$ cat config.mk
export PLATFORM = sky130hd
export DESIGN_NAME = sparse_dot_accumulator
export DESIGN_NICKNAME = d
export VERILOG_FILES = /design/src/rtl/sparse_acc_pkg.sv /design/src/rtl/sparse_dot_accumulator.sv
export SDC_FILE = /design/constraint.sdc
export NUM_CORES = 1
export LEC_CHECK = 0
export ABC_AREA = 1
export CAP_MARGIN = 20
export CORE_MARGIN = 8
export CORE_UTILIZATION = 43
export DETAILED_ROUTE_END_ITERATION = 8
export DONT_BUFFER_PORTS = 1
export GPL_ROUTABILITY_DRIVEN = 0
export PLACE_DENSITY = 0.59
export SYNTH_ARGS = -nofsm -noshare
export SYNTH_HDL_FRONTEND = slang
export SYNTH_SLANG_ARGS = --single-unit
export TNS_END_PERCENT = 1
$ cat constraint.sdc
create_clock -name clk -period 3.3 [get_ports clk]
set_input_delay 0.495 -clock clk [delete_from_list [all_inputs] [get_ports clk]]
set_output_delay 0.495 -clock clk [all_outputs]
set_load 0.05 [all_outputs]
$ cat src/rtl/sparse_acc_pkg.sv
// Shared definitions for the sparse dot-product accumulator: FSM state
// encoding and counter width helpers.
package sparse_acc_pkg;

  typedef enum logic {
    ST_ACCUM = 1'b0,
    ST_DONE  = 1'b1
  } state_t;

  // Beat counter only needs to index beats 0..VEC_LEN-1.
  function automatic int beat_cnt_w(input int vec_len);
    return (vec_len < 2) ? 1 : $clog2(vec_len);
  endfunction

  // Skip counter must be able to hold VEC_LEN itself (every beat skipped).
  function automatic int skip_cnt_w(input int vec_len);
    return $clog2(vec_len + 1);
  endfunction

endpackage

$ cat src/rtl/sparse_dot_accumulator.sv
// Reduction stage behind the zero-skipping multiplier: sums VEC_LEN product
// beats into one dot-product result and presents it with valid/ready.
// Optional feature macro: SPARSE_ACC_SKIP_STATS_EN -- when defined, beats
// flagged as skipped are counted and their product is not added; when
// undefined, the skip counter is absent and out_skip_cnt reads 0.
module sparse_dot_accumulator
  import sparse_acc_pkg::*;
#(
  parameter int VEC_LEN = 8,
  parameter int PROD_W  = 16,
  parameter int ACC_W   = 24
) (
  input  logic                           clk,
  input  logic                           rst,
  input  logic                           in_valid,
  output logic                           in_ready,
  input  logic [PROD_W-1:0]              in_product,
  input  logic                           in_skipped,
  output logic                           out_valid,
  input  logic                           out_ready,
  output logic [ACC_W-1:0]               out_sum,
  output logic [skip_cnt_w(VEC_LEN)-1:0] out_skip_cnt
);

  localparam int BEAT_W = beat_cnt_w(VEC_LEN);
  localparam int SKIP_W = skip_cnt_w(VEC_LEN);

  state_t              state_reg;
  logic [BEAT_W-1:0]   beat_cnt_reg;
  logic [ACC_W-1:0]    acc_reg;
  logic                accept;
  logic                last_beat;
  logic                out_hs;
  logic [ACC_W-1:0]    addend;

  // Handshake qualifiers; in_ready is a pure decode of the state register.
  assign in_ready  = (state_reg == ST_ACCUM);
  assign out_valid = (state_reg == ST_DONE);
  assign accept    = in_valid && in_ready;
  assign out_hs    = out_valid && out_ready;
  assign last_beat = (beat_cnt_reg == BEAT_W'(VEC_LEN - 1));

  // The accumulator doubles as the result register; it is frozen in DONE.
  assign out_sum = acc_reg;

`ifdef SPARSE_ACC_SKIP_STATS_EN
  logic [SKIP_W-1:0] skip_cnt_reg;

  // Skipped beats contribute zero regardless of the product they carry.
  assign addend = in_skipped ? '0 : {{(ACC_W-PROD_W){1'b0}}, in_product};

  // Count skipped beats of the current vector; cleared when the result leaves.
  always_ff @(posedge clk or posedge rst) begin
    if (rst) begin
      skip_cnt_reg <= '0;
    end else if (out_hs) begin
      skip_cnt_reg <= '0;
    end else if (accept && in_skipped) begin
      skip_cnt_reg <= skip_cnt_reg + SKIP_W'(1);
    end
  end

  assign out_skip_cnt = skip_cnt_reg;
`else
  logic unused_skipped;

  assign addend         = {{(ACC_W-PROD_W){1'b0}}, in_product};
  assign out_skip_cnt   = '0;
  assign unused_skipped = in_skipped;
`endif

  // Two-state FSM with the accumulator and beat counter it sequences.
  always_ff @(posedge clk or posedge rst) begin
    if (rst) begin
      state_reg    <= ST_ACCUM;
      beat_cnt_reg <= '0;
      acc_reg      <= '0;
    end else begin
      case (state_reg)
        ST_ACCUM: begin
          if (accept) begin
            acc_reg <= acc_reg + addend;
            if (last_beat) begin
              state_reg <= ST_DONE;
            end else begin
              beat_cnt_reg <= beat_cnt_reg + BEAT_W'(1);
            end
          end
        end
        ST_DONE: begin
          if (out_ready) begin
            state_reg    <= ST_ACCUM;
            beat_cnt_reg <= '0;
            acc_reg      <= '0;
          end
        end
        default: begin
          state_reg <= ST_ACCUM;
        end
      endcase
    end
  end

endmodule

==> metrics.cfg <==
[cells_and_area]
largest_reg_flops=24
multi_input_area_sq_mm=0.00149
fillerInstances=588
postLayoutCellArea_sq_mm=0.00250
seq_area_sq_um=701
layout.nets=399
syn_to_final_growth_pct=4.66
antennaDiodeCount=0
drive_gt1_share_pct=12.0

[setup_path]
cp_max_fo=23
reg2reg_slack_ps=840
start_kind=register
crit_slowest_cell=dfrtp_1
crit_family=simple AND/OR/NAND/NOR gates
crit_path_max_incr_delay_ps=780
reg2reg_depth=8
path_class=reg2reg
timing.rr.end=out_sum[20]
cp_num_cells=8
crit_path_frequent_cell=inv_2
worstPathCellList=inv_2 -> nand2_4 -> inv_2 -> nor2_4 -> nor3_1 -> nand3_1 -> nand2_1 -> nor2_1
worstPathArrival_ps=2670
required_ps=3510
endpoint_kind=register
reg2reg_from=out_valid
critPathBufInv=2

[clock_tree]
clk_path_buf_depth=2
cts_hold_buf=0
cts_made_buffers=3
cts_tree=built
clock-sinks=28
htree_levels=1
cts_resized=0
root_buffer=clkbuf_8
clkSlewWorstSetupHoldPaths_ps=100
post_cts_buffers=0
clk_latency_ps=280

[place]
pre_cts_slack_ps=848
place_hpwl_mm=4.52
placed_area_sq_mm=0.00245
portBuffers=0

[global_route]
grt_pass1_vias=2095
grt_usage_pct=14.2
antenna_found_initial=0
overflow=0
grt_start_max_net_pins=29
grt_pass1_wl_mm=9.72

[timing]
fin_crit_sh_pct=74.4
max_clock_freq_ghz=0.407
grt_setup_unrepaired=no
setup_ws_ps=843
finalHoldViolCount=0
worstMarginPinSlew_ps=666
fin_crit_ps=2460
setup_tns_ps=0
timing.hold.ws_ps=161
slew_viol_final=0
setup_viol=0
finClkSkew_ps=1.43
relSlewSlack_pct=55.6

[power]
pwr-share-comb_pct=49.3
cellPowerDensity_mw_per_mm2=1080
swShare_pct=60.5
power_frac_clock_pct=8.3
seqPwrFrac_pct=42.5
power.switching_w=0.00163
p_leak_nw=1.35
internal_power_w=0.00106
ir_worst_vdd_mv=0.468

[detailed_routing]
drt-initial-drc-count=114
first_pass_iters=4
wl_per_cell_microns=13.2
ant_nets=0
drc_errors=0
num_vias=2151
routed_wl_mm=5.69
vias_per_cell=5.00

[synth]
synth_seq_cells=28
synth_edf_count=0
synth_area_per_cell_sq_um=6.68
syn_inst=358
ys_types=35
synth_area_sq_mm=0.00239
ys_seq_area_share_pct=29.3
synth_warnings=0
synthArstFlopShare_pct=100
synth_flop_cell=dfrtp_1

[job]
drv_cap=0

[floorplan]
core_sq_mm=0.00544
dieHeight_microns=90.6
dieArea_sq_mm=0.00820
ioPinCount=51
rows=27
dieWidth_microns=90.6
initial_core_util_pct=43.9

[worst_hold_path]
hp-class=in2async

[outcome]
status=finished, final reports clean

==> how the worst max path moves through the flow <==
stage	from	to
final	out_valid	out_sum[20]
after global routing	out_valid	out_sum[20]
after CTS	out_valid	out_sum[20]
after detailed placement	out_valid	out_sum[21]
after global placement	out_valid	out_sum[21]
after floorplan	out_sum[0]	out_sum[20]
==> cells by family after synthesis <==
kind of cell / after synthesis / share of synthesized area [%]
AOI/OAI and AO/OA: 45 / 10.7
adders and majority gates: 19 / 10.3
xor gates and xnor gates: 2 / 0.733
buffers and inverters: 51 / 8.95
other: 1 / 0.157
and+or+nand+nor: 212 / 39.8
DFF: 28 / 29.3
==> layout by cell type (no fill, tap or decap), types with 2 or more instances in the layout <==
cell type / n
nand2_1: 125
inv_1: 40
nor2_1: 31
dfrtp_1: 28
a21oi_1: 19
ha_1: 18
nand2_2: 17
nand3_1: 12
o21ai_0: 11
nor2_2: 8
nand3_2: 5
o21ai_1: 5
conb_1: 4
clkbuf_8: 4
inv_2: 3
nand4_1: 3
nor3_1: 3
o31ai_1: 2
and2_1: 2
a32o_1: 2
a22o_1: 2
==> layout make-up <==
cell class	instances	share of cell area, %
repair buffers	1	0.300
well taps	72	3.60
clock buffers	4	2.20
multi-input cells	282	59.4
flip-flops and latches	28	28.0
inverters	43	6.45
==> cell usage after synthesis (3+ instances only) <==
cell type,number,area (sq um)
nand2_1,125,469
inv_1,40,150
nor2_1,31,116
dfrtp_1,28,701
a21oi_1,19,95.1
ha_1,18,225
nand2_2,17,106
nand3_1,12,60.1
o21ai_0,11,55.1
nor2_2,8,50.1
buf_4,5,37.5
nand3_2,5,50.1
o21ai_1,5,25.0
buf_2,3,15.0
inv_2,3,11.3
nand4_1,3,18.8
nor3_1,3,15.0
==> stage by stage <==
step,instances,utilization (%),total power [W]
floorplan,361,-,0.00220
global placement,426,45.0,0.00247
detailed placement,426,45.0,0.00249
CTS,430,46.0,0.00272
global route,430,46.0,0.00297
finish,430,46.0,0.00269
==> worst register-to-register path: cells and delay by family, from the launching register on <==
kind          cells  cell delay, ps
flops             1             780
simple gates      6            1100
buf+inv           2             510
==> per-layer routing <==
metal	vias up	GRT usage [%]	share of wire [%]	wire length (microns)
li1	1132	-	-	-
met2	34	23.4	44	2520
met1	981	18.0	50	2820
met5	-	0	0	0
met4	0	2.91	0.74	42
met3	4	3.74	5.3	304
==> power by group through the flow <==
stage          Clock [W]  Sequential (W)  Combinational [W]
6_report        0.000222         0.00114            0.00132
5_1_grt         0.000246         0.00118            0.00154
4_1_cts         0.000238         0.00115            0.00134
3_5_place_dp           0         0.00116            0.00133
3_3_place_gp           0         0.00116            0.00131
2_1_floorplan          0         0.00110            0.00109
No activity file was read; power rests on OpenSTA's default activity.
